<file path="config.mk">
export PLATFORM = sky130hd
export DESIGN_NAME = frame_sender
export DESIGN_NICKNAME = d
export VERILOG_FILES = /design/src/rtl/frame_pkg.sv /design/src/rtl/byte_fifo.sv /design/src/rtl/frame_sender.sv
export SDC_FILE = /design/constraint.sdc
export NUM_CORES = 1
export LEC_CHECK = 0
export ABC_AREA = 1
export CAP_MARGIN = 0
export CELL_PAD_IN_SITES_DETAIL_PLACEMENT = 2
export CELL_PAD_IN_SITES_GLOBAL_PLACEMENT = 2
export CORE_ASPECT_RATIO = 1.75
export CORE_MARGIN = 2
export CORE_UTILIZATION = 35
export DETAILED_ROUTE_END_ITERATION = 16
export PLACE_DENSITY_LB_ADDON = 0.1
export SLEW_MARGIN = 20
export SYNTH_ARGS = -nofsm -noshare
export SYNTH_HDL_FRONTEND = slang
export SYNTH_HIERARCHICAL = 1
export SYNTH_SLANG_ARGS = --single-unit
export TNS_END_PERCENT = 1
</file>
<file path="constraint.sdc">
create_clock -name clk -period 6 [get_ports clk]
set_clock_uncertainty 0.05 [all_clocks]
set_input_delay 1.8 -clock clk [delete_from_list [all_inputs] [get_ports clk]]
set_output_delay 1.8 -clock clk [all_outputs]
set_load 0.02 [all_outputs]
</file>
<file path="src/rtl/frame_pkg.sv">
// Shared types and helpers for the frame sender.
// Build option: FRAME_CHECKSUM_EN adds a trailing XOR checksum byte and its FSM state.
package frame_pkg;

    // Header value meaning "no module active"
    localparam logic [7:0] IDLE_ID_DEFAULT = 8'h00;

    typedef enum logic [2:0] {
        ST_IDLE,
        ST_HEADER,
        ST_LENGTH,
        ST_PAYLOAD,
`ifdef FRAME_CHECKSUM_EN
        ST_CHECKSUM,
`endif
        ST_WAIT,
        ST_DONE
    } frame_state_t;

    // Running 8-bit XOR used to build the checksum
    function automatic logic [7:0] frame_xor(input logic [7:0] acc, input logic [7:0] data_byte);
        return acc ^ data_byte;
    endfunction

endpackage

</file>
<file path="src/rtl/byte_fifo.sv">
// Synchronous byte FIFO with show-ahead read data, DEPTH a power of two.
module byte_fifo #(
    parameter  int DEPTH = 16,
    localparam int AW    = $clog2(DEPTH)
) (
    input  logic          clk,
    input  logic          reset,
    input  logic          clear,
    input  logic          push,
    input  logic [7:0]    wr_data,
    input  logic          pop,
    output logic [7:0]    rd_data,
    output logic [AW:0]   count,
    output logic          full,
    output logic          empty
);

    logic [7:0]    r_mem [DEPTH];
    logic [AW-1:0] r_wr_ptr;
    logic [AW-1:0] r_rd_ptr;
    logic [AW:0]   r_count;
    logic          w_push;
    logic          w_pop;

    assign full    = (r_count == (AW+1)'(DEPTH));
    assign empty   = (r_count == '0);
    assign count   = r_count;
    assign rd_data = r_mem[r_rd_ptr];
    assign w_push  = push && !full;
    assign w_pop   = pop && !empty;

    // Pointer and occupancy bookkeeping; pointers wrap naturally modulo DEPTH
    always_ff @(posedge clk) begin
        // NOTE: sequential state uses non-blocking assignments so every flop samples pre-edge values.
        if (reset || clear) begin
            r_wr_ptr <= '0;
            r_rd_ptr <= '0;
            r_count  <= '0;
        end else begin
            if (w_push) r_wr_ptr <= r_wr_ptr + 1'b1;
            if (w_pop)  r_rd_ptr <= r_rd_ptr + 1'b1;
            case ({w_push, w_pop})
                2'b10:   r_count <= r_count + 1'b1;
                2'b01:   r_count <= r_count - 1'b1;
                default: r_count <= r_count;
            endcase
        end
    end

    // Storage write
    always_ff @(posedge clk) begin
        // NOTE: the array has no reset; occupancy is tracked by the pointers, so stale contents are never read.
        if (w_push) r_mem[r_wr_ptr] <= wr_data;
    end

endmodule

</file>
<file path="src/rtl/frame_sender.sv">
// Frames buffered result bytes as hdr, len, payload (and checksum when
// FRAME_CHECKSUM_EN is defined) and hands them to a UART transmitter one at a time.
module frame_sender
    import frame_pkg::*;
#(
    parameter int         DEPTH   = 16,
    parameter logic [7:0] IDLE_ID = IDLE_ID_DEFAULT
) (
    input  logic       clk,
    input  logic       reset,
    input  logic [7:0] state,
    input  logic       wr_en,
    input  logic [7:0] wr_data,
    input  logic       send,
    output logic       full,
    output logic       busy,
    output logic       done,
    input  logic       Tx_busy,
    output logic       Tx_start,
    output logic [7:0] Tx_data
);

    localparam int CW = $clog2(DEPTH) + 1;

    frame_state_t r_state, w_next;
    frame_state_t r_after, w_after_next;
    logic         r_skip;
    logic [7:0]   r_hdr;
    logic [7:0]   r_len;
    logic [7:0]   r_remaining;
`ifdef FRAME_CHECKSUM_EN
    logic [7:0]   r_csum;
`endif

    logic          w_idle;
    logic          w_push;
    logic          w_pop;
    logic          w_clear;
    logic          w_accept;
    logic [7:0]    w_len_at_send;
    logic [7:0]    w_rd_data;
    logic [CW-1:0] w_fifo_count;
    logic          w_fifo_empty;
    frame_state_t  w_end_state;

    byte_fifo #(.DEPTH(DEPTH)) u_fifo (
        .clk     (clk),
        .reset   (reset),
        .clear   (w_clear),
        .push    (w_push),
        .wr_data (wr_data),
        .pop     (w_pop),
        .rd_data (w_rd_data),
        .count   (w_fifo_count),
        .full    (full),
        .empty   (w_fifo_empty)
    );

    assign w_idle   = (r_state == ST_IDLE);
    assign w_push   = w_idle && wr_en;
    assign w_accept = w_idle && send && (state != IDLE_ID);
    // A write in the send cycle lands in the buffer first, so it counts toward len
    assign w_len_at_send = 8'(w_fifo_count) + 8'(w_push && !full);
    assign busy = !w_idle;
`ifdef FRAME_CHECKSUM_EN
    assign w_end_state = ST_CHECKSUM;
`else
    assign w_end_state = ST_DONE;
`endif

    // State register
    always_ff @(posedge clk) begin
        if (reset) r_state <= ST_IDLE;
        else       r_state <= w_next;
    end

    // Next-state, byte selection and handshake outputs
    always_comb begin
        // NOTE: every output gets a default first so no path leaves a value held (no latches).
        w_next       = r_state;
        w_after_next = r_after;
        Tx_start     = 1'b0;
        Tx_data      = 8'h00;
        w_pop        = 1'b0;
        w_clear      = 1'b0;
        done         = 1'b0;
        case (r_state)
            ST_IDLE: begin
                if (w_accept) w_next = ST_HEADER;
            end
            ST_HEADER: begin
                if (!Tx_busy) begin
                    Tx_start     = 1'b1;
                    Tx_data      = r_hdr;
                    w_next       = ST_WAIT;
                    w_after_next = ST_LENGTH;
                end
            end
            ST_LENGTH: begin
                if (!Tx_busy) begin
                    Tx_start     = 1'b1;
                    Tx_data      = r_len;
                    w_next       = ST_WAIT;
                    w_after_next = (r_len != 8'd0) ? ST_PAYLOAD : w_end_state;
                end
            end
            ST_PAYLOAD: begin
                if (!Tx_busy && !w_fifo_empty) begin
                    Tx_start     = 1'b1;
                    Tx_data      = w_rd_data;
                    w_pop        = 1'b1;
                    w_next       = ST_WAIT;
                    w_after_next = (r_remaining > 8'd1) ? ST_PAYLOAD : w_end_state;
                end
            end
`ifdef FRAME_CHECKSUM_EN
            ST_CHECKSUM: begin
                if (!Tx_busy) begin
                    Tx_start     = 1'b1;
                    Tx_data      = r_csum;
                    w_next       = ST_WAIT;
                    w_after_next = ST_DONE;
                end
            end
`endif
            ST_WAIT: begin
                // The transmitter raises Tx_busy one cycle late, so the first WAIT cycle is ignored
                if (!r_skip && !Tx_busy) w_next = r_after;
            end
            ST_DONE: begin
                done    = 1'b1;
                w_clear = 1'b1;
                w_next  = ST_IDLE;
            end
            default: w_next = ST_IDLE;
        endcase
    end

    // Frame context: latched header/length, payload countdown, checksum, WAIT bookkeeping
    always_ff @(posedge clk) begin
        if (reset) begin
            r_after     <= ST_IDLE;
            r_skip      <= 1'b0;
            r_hdr       <= 8'h00;
            r_len       <= 8'h00;
            r_remaining <= 8'h00;
`ifdef FRAME_CHECKSUM_EN
            r_csum      <= 8'h00;
`endif
        end else begin
            r_after <= w_after_next;
            r_skip  <= Tx_start;
            if (w_accept) begin
                r_hdr       <= state;
                r_len       <= w_len_at_send;
                r_remaining <= w_len_at_send;
`ifdef FRAME_CHECKSUM_EN
                r_csum      <= frame_xor(state, w_len_at_send);
`endif
            end
            if (w_pop) begin
                r_remaining <= r_remaining - 8'd1;
`ifdef FRAME_CHECKSUM_EN
                r_csum      <= frame_xor(r_csum, w_rd_data);
`endif
            end
        end
    end

endmodule

</file>
# Word-level counts from Yosys, hierarchy flattened

Memories as Yosys holds them, arrays and structs flattened. A register that Yosys moved wholly into a read port is not among the register bits.
Cells that the tools add are included.

Flip-flop bits (word level): 44
Memories kept: 1
Bits in writable memories: 128
Output and inout port bits: 12
Input bits: 21

Order comparisons: 1
Eq/ne operators: 14
Reduce and logical (&&, ||, !) cells: 23
Add/subtract/negate cells: 6
Muxes and demuxes: 27

Memories:

| memory       | depth | width | rd ports | clocked after memory_dff | write ports | RTL line        | text |
|---|---|---|---|---|---|---|---|
| u_fifo.r_mem | 16    | 8     | 1        | 1                        | 1           | byte_fifo.sv:18 | `logic [7:0] r_mem [DEPTH];` |

Operator list:

| cell                  | count |
|---|---|
| $mux W8               | 5 |
| $mux W3               | 9 |
| $pmux W8 S3           | 1 |
| $reduce_bool A8 Y1    | 2 |
| $pmux W3 S4           | 1 |
| $ne A2 B2 Y1 const B  | 5 |
| $pmux W5 S2           | 1 |
| $pmux W3 S3           | 1 |
| $add A4 B1 Y4 const B | 2 |
| $gt A8 B1 Y1 const B  | 1 |
| $mux W4               | 2 |
| $reduce_and A4 Y1     | 2 |
| $sub A8 B1 Y8 const B | 1 |
| $logic_and A1 B1 Y1   | 7 |
| $add A5 B1 Y6         | 1 |
| $eq A3 B2 Y1 const B  | 2 |
| $eq A3 B3 Y1 const B  | 2 |
| $mux W1               | 6 |
| $add A5 B1 Y5 const B | 1 |
| $eq A5 B5 Y1 const B  | 1 |
| $logic_not A1 Y1      | 5 |
| $logic_not A5 Y1      | 1 |
| $sub A5 B1 Y5 const B | 1 |
| $reduce_bool A2 Y1    | 2 |
| other kinds (9)       | 9 |

# Depth between registers and ports, before layout

Gate-level depths: netlist of the first run.

Depth in word-level cells: 8
Depth in mapped cells: 20
Gate-level depth less buffers: 19

# By module

Netlist of the first run, hierarchy kept.

Modules (own cells, without submodules):

| module       | area each (µm²) | times used | sequential area each (µm²) | cells an instance |
|---|---|---|---|---|
| byte_fifo    | 6,154.7         | 1          | 4,184.0                    | 478 |
| frame_sender | 1,721.7         | 1          | 580.6                      | 258 |

# Worst setup path after synthesis of the first run

Ideal clock, no wire load.

Path kind: input-to-output
From: in Tx_busy
To: out Tx_data[1]
Cell stages on the path: 6
Arrival time: 2.575 ns
Required time: 4.150 ns
Path slack: 1.575 ns
Cell sequence: nor2_1 -> inv_1 -> nor2_4 -> buf_4 -> nand2_1 -> o211ai_1

Cells in the longest elaborated chain, start to end: 4
Elaborated cells on any way between the ends: 6

Ends and longest elaborated chain:

| item                | RTL line            | text |
|---|---|---|
| from (decl)         | frame_sender.sv:18  | `input logic Tx_busy,` |
| $logic_not A1 Y1    | frame_sender.sv:108 | `if (!Tx_busy && !w_fifo_empty) begin` |
| $logic_and A1 B1 Y1 | frame_sender.sv:108 |  |
| $mux W8             | frame_sender.sv:108 |  |
| $pmux W8 S3 *       | frame_sender.sv:87  | `case (r_state)` |
| to (decl)           | frame_sender.sv:20  | `output logic [7:0] Tx_data` |

Every way passes the cells marked *; elsewhere a longest branch is shown, timed or not.

# Worst setup path after layout of the first run

From: in Tx_busy
To: out Tx_data[5]

The elaborated chain is that of the path after synthesis.

==> results of run 1 <==
==> kinds of logic after synthesis <==
family / Yosys count / share of synthesized area
DFF: 174 / 0.6049
buffers and inverters: 128 / 0.07053
muxes: 32 / 0.04067
AOI/OAI and AO/OA: 169 / 0.1257
and+or+nand+nor: 213 / 0.1293
xor gates and xnor gates: 8 / 0.009850
adders and majority gates: 12 / 0.01906
==> area by class of cell <==
cell class,count,area [µm²]
Clock buffer,19,432.9
Clock inverter,12,192.7
Fill cell,2314,13010
Inverter,97,371.6
Multi-Input combinational cell,434,2556
Sequential cell,174,4768
Tap cell,296,370.4
Timing Repair Buffer,39,372.9
==> metal layers <==
| metal | up-vias | routed length (µm) | global-route usage |
|---|---|---|---|
| li1 | 2603 | - | - |
| met1 | 2791 | 8466 | 0.2038 |
| met2 | 58 | 12650 | 0.3843 |
| met3 | 32 | 301 | 0.02822 |
| met4 | 0 | 684 | 0.08606 |
| met5 | - | 0 | 0 |
==> layout by cell type (no fill, tap or decap), types with 7 or more instances in the layout <==
cell,synthesis,routed
nor2_1,57,57
buf_4,2,7
o21ai_0,56,56
nand3_1,36,36
inv_1,90,90
clkbuf_16,0,17
nand2_1,73,73
a21oi_1,57,57
edfxtp_1,128,128
ha_1,12,12
nor3b_1,7,7
o211ai_1,36,36
mux2i_1,32,32
clkdlybuf4s50_1,0,32
dfxtp_1,46,45
==> critical path: cells and delay by family <==
family,cells,cell delay [ns]
buffers and inverters,4,1.55
AO/OA/AOI/OAI,1,0.11
AND/OR/NAND/NOR,2,0.28
==> where the power goes <==
part	internal [W]	switching (W)	total, W
clock	0.000734	0.000463	0.00120
combinational	0.000240	0.000530	0.000770
sequential	0.00141	0.0000923	0.00150
total	0.00238	0.00109	0.00347
==> flip-flops by register name, indices dropped and copies added (netlist names), named ones only <==
name / count
u_fifo/r_wr_ptr: 4
r_state: 3
u_fifo/r_rd_ptr: 4
r_len: 6
r_after: 3
u_fifo/count: 5
r_hdr: 8
u_fifo/r_mem: 128
r_remaining: 8
r_skip: 1
==> how the worst max path moves through the flow <==
stage	from	to	slack, ns	depth (start not counted)
6_report	Tx_busy	Tx_data[5]	0.42	7
5_1_grt	Tx_busy	Tx_data[2]	0.29	7
2_1_floorplan	Tx_busy	Tx_data[1]	1.58	6
4_1_cts	Tx_busy	Tx_data[4]	0.38	7
3_3_place_gp	Tx_busy	Tx_data[4]	0.48	7
3_5_place_dp	Tx_busy	Tx_data[4]	0.39	7
==> through the flow <==
stage                     power [W]    util  cells  cell area [µm²]  hold WS, ns
after global placement     0.002277  0.3824   1040             8439       0.4168
after global routing       0.003663  0.4107   1071             9065       0.4684
after floorplan            0.002019       -    736             7876       0.3896
after CTS                  0.003534  0.4107   1071             9065       0.4312
final                      0.003469  0.4107   1071             9065       0.4282
after detailed placement   0.002317  0.3824   1040             8439       0.4201
==> reports/results.ini, run 1 <==
[worst_hold_path]
min_from = r_after[0]
min_to = r_after[0]
hold_path.class = flip-flop to flip-flop
holdPathStages = 2

[drt]
final_antenna_net_count = 0
wl_per_cell_um = 20.63
finalWirelength_um = 22100
drcViolationCount = 0
first_pass_iters = 4
via_per_inst = 5.120
drt_iter0_drc = 265
vias = 5484

[setup_path]
critPathLaunchType = input pin
endpoint_kind = output port
crit_chain = clkdlybuf4s50_1 -> inv_1 -> nand4_1 -> inv_1 -> nand2_1 -> o211ai_1 -> clkdlybuf4s50_1
rr_endpoint = u_fifo/count[4]
arrival_ns = 3.73
cpMaxStageDelayCell = clkdlybuf4s50_1
reg2reg_depth = 19
worstSetupPathType = input pin to output port
slowest_delay_ns = 0.65
r2r-start = u_fifo/count[2]
required_ns = 4.15
r2r_setup_slack_ns = 2.93
critical_path_peak_fanout = 8

[cts]
max-clock-path-buffers = 2
cts_hold_buf = 0
clkSinkCount = 174
ctsResizeCount = 0
insertion_delay_ns = 0.43
htreeDepth = 4
cts_buffers = 17
cts_setup_buffers = 0
cts-root-buf = clkbuf_16
cts_tree = built
path_clk_slew_ns = 0.07

[logic_synthesis]
synth_top_flop_cell = edfxtp_1
async_flop_share = 0
syn-cell-area_um2 = 7876
yosysMostFrequentCell = edfxtp_1
syn-num-nets = 769
synth_edf_count = 128
synth_cells = 736
synth-seq-cells = 174
synth-warning-count = 6
postSynthAreaPerCell_um2 = 10.70
netlist_top_cells_count = 128 x edfxtp_1, 90 x inv_1, 73 x nand2_1
seq_area_frac_synth = 0.6049
yosysTopAreaCell = edfxtp_1
synth_cell_types = 40
synth_area_leaders = edfxtp_1 49%, dfxtp_1 12%, inv_1 4.3%
synth.top_cell.area_share = 0.4880

[floorplanning]
row_count = 72
boundaryPins = 33
fp.dieArea_um2 = 23770
die_x_um = 117.4
core_area_um2 = 22070
dieHeight_um = 202.4
initial_core_util = 0.3569

[global_route]
grt_max_degree = 47
grt.overflow.total = 0
grt_pass1_vias = 6179
grt_pass1_wl_um = 35330
grt_use_total = 0.1960
antenna_found_initial = 0

[sta]
relSlewSlack = 0.3361
maxSlewViolCount = 0
rsz0062_at_grt = no
setup_tns_ns = 0
max_slew.worst_pin.slew_ns = 0.9922
hold_viol_final = 0
clock.fmax_mhz = 179.1
fin_ws_ns = 0.4175
period_needed_ns = 5.582
setup_viol = 0
min_period_over_period = 0.9304

[placed_design]
dp_hpwl_um = 16000
place_congestion = 0.7974
numPortBuffers = 32
place_ws_ns = 0.3915

[pwr]
power_leakage_nw = 3.235
power.density_nw_per_um2 = 382.7
ir_drop_uv = 186.0

[final_layout]
syn2layout_area_growth_pct = 15.09
finalNetCount = 796
drive_gt1_frac = 0.09419
antenna_cells = 0

[run]
drv_cap = 0

[status]
status = finished, final reports clean

(Power assumes the default switching activity.)
==> run 2: changes to the inputs <==
--- a/config.mk
+++ b/config.mk
@@ -19,4 +19,4 @@
 export SYNTH_HDL_FRONTEND = slang
 export SYNTH_HIERARCHICAL = 1
 export SYNTH_SLANG_ARGS = --single-unit
-export TNS_END_PERCENT = 1
+export TNS_END_PERCENT = 5
==> constraint.sdc (replaced) <==
create_clock -name clk -period 4.86 [get_ports clk]
set_clock_uncertainty 0.05 [all_clocks]
set_input_delay 1.458 -clock clk [delete_from_list [all_inputs] [get_ports clk]]
set_output_delay 1.458 -clock clk [all_outputs]
set_load 0.02 [all_outputs]
==> run 2 against run 1 <==
Critical endpoint is now Tx_data[3]; register-to-register slack worse by 1.2 ns; clock power increased by 14%; largest power group unchanged; worst hold slack got worse by 0.015 ns; cell area is essentially flat; sequential power increased by 24%; utilization is essentially flat; first-iteration DRC count fell by 1.1%; via count grew 1.1%.
==> reports/results.ini, run 2 (same netlist as run 1, synthesis figures left out) <==
[floorplanning]
die_x_um = 117.4
core_area_um2 = 22070
row_count = 72
dieHeight_um = 202.4
fp.dieArea_um2 = 23770
boundaryPins = 33
initial_core_util = 0.3569

[pwr]
p_sw_w = 0.001368
p_comb_frac = 0.228
clockPowerShare = 0.327
power.density_nw_per_um2 = 460.1
seq_power_share = 0.445
power_leakage_nw = 3.304
ir_drop_uv = 208.6
p_sw_frac = 0.3276
internal-power_w = 0.002807

[final_layout]
drive_gt1_frac = 0.1026
largest_reg_flops = 128
layout_common_cells = 128 x edfxtp_1, 90 x inv_1, 73 x nand2_1, 57 x nor2_1, 57 x a21oi_1
finalNetCount = 800
fill_cells = 2351
multiInputGateArea_um2 = 2556
regMostFlops = u_fifo/r_mem
layout_commonest_cell = edfxtp_1
final_area_um2 = 9074
syn2layout_area_growth_pct = 15.20
top_regs = u_fifo/r_mem (128), r_hdr (8), r_remaining (8)
final-seq-area_um2 = 4768
stdcell_count = 1076
antenna_cells = 0

[setup_path]
worstSetupPathType = input pin to output port
arrival_ns = 3.23
endpoint_kind = output port
required_ns = 3.35
critPathLaunchType = input pin
critical_path_peak_fanout = 8
r2r_setup_slack_ns = 1.75

[cts]
cts_buffers = 17
cts-root-buf = clkbuf_16
clkSinkCount = 174
insertion_delay_ns = 0.44
htreeDepth = 4
max-clock-path-buffers = 2
cts_setup_buffers = 0
path_clk_slew_ns = 0.06
cts_tree = built

[placed_design]
place_congestion = 0.8208
dp.cells = 1044
numPortBuffers = 32
dp_hpwl_um = 16170
placed_area_um2 = 8482
place_ws_ns = 0.03702

[sta]
setup_viol = 0
min_period_over_period = 0.9753
setup_tns_ns = 0
hold_ws_ns = 0.4136
relSlewSlack = 0.3603
period_needed_ns = 4.740
fin_ws_ns = 0.1202
maxSlewViolCount = 0
rsz0062_at_grt = no
max_slew.worst_pin.slew_ns = 0.9560
clock.fmax_mhz = 211.0
hold_viol_final = 0

[drt]
first_pass_iters = 4
vias = 5544
finalWirelength_um = 22680
drt_iter0_drc = 262
drcViolationCount = 0
wl_per_cell_um = 21.08
via_per_inst = 5.152
final_antenna_net_count = 0

[global_route]
grt_max_degree = 57
grt_pass1_vias = 6198
grt.overflow.total = 0
grt_use_total = 0.2004
antenna_found_initial = 0
grt_pass1_wl_um = 35520

[worst_hold_path]
hold_path.class = flip-flop to flip-flop

[run]
drv_cap = 0

[status]
status = finished, final reports clean

==> run 2: changes by cell type in the layout (fill, tap and decap cells not counted), sizes merged <==
cell	before	now
buf	7	11
clkdlybuf4s50	32	28
dlymetal6s2s	0	4
bufinv	5	2
clkinvlp	2	5
clkbuf	19	18
clkinv	4	5
inv	98	99
==> run 2: what timing repair did <==
action,in CTS,in global routing
gates resized for setup,0,4
hold buffers,0,0
setup endpoints to repair,0,4
endpoints found under the hold margin,0,0
==> run 2: final timing paths <==
kind	startpoint	to	cells past startpoint
max reg2reg	u_fifo/count[2]	u_fifo/count[4]	19
min	r_after[0]	r_after[0]	2
min reg2reg	r_after[0]	r_after[0]	2
max	Tx_busy	Tx_data[3]	7
==> run 2: power by group through the flow <==
| stage | logic [W] | registers [W] | clock network [W] |
|---|---|---|---|
| 2_1_floorplan | 0.000650 | 0.00184 | 0 |
| 3_3_place_gp | 0.000937 | 0.00188 | 0 |
| 3_5_place_dp | 0.000972 | 0.00189 | 0 |
| 4_1_cts | 0.000983 | 0.00186 | 0.00140 |
| 5_1_grt | 0.00108 | 0.00187 | 0.00145 |
| 6_report | 0.000951 | 0.00186 | 0.00137 |
==> run 2: per-stage QoR <==
stage	power, W	utilization
after CTS	0.004246	0.4107
final	0.004175	0.4111
after global routing	0.004401	0.4111
after detailed placement	0.002864	0.3843
after floorplan	0.002492	-
after global placement	0.002818	0.3843
==> run 2: final cells by class <==
cell class                      instances  area share
Multi-Input combinational cell        434      0.2817
Inverter                               97     0.04095
Timing Repair Buffer                   43     0.04688
Clock buffer                           18     0.04840
Clock inverter                         14     0.01572
Tap cell                              296     0.04082
Sequential cell                       174      0.5255
==> run 2: per-layer routing <==
layer | share of wire | vias to the layer above | track usage
met1 | 0.36 | 2827 | 0.1963
met4 | 0.031 | 0 | 0.08606
li1 | - | 2624 | -
met2 | 0.59 | 64 | 0.4054
met3 | 0.017 | 29 | 0.03188
met5 | 0 | - | 0
==> run 2: critical path: stages <==
cell,delay (ns)
clkdlybuf4s50_1,0.45
inv_1,0.09
nand4_1,0.14
inv_1,0.26
nand2_1,0.08
nand3_1,0.12
clkdlybuf4s50_1,0.62
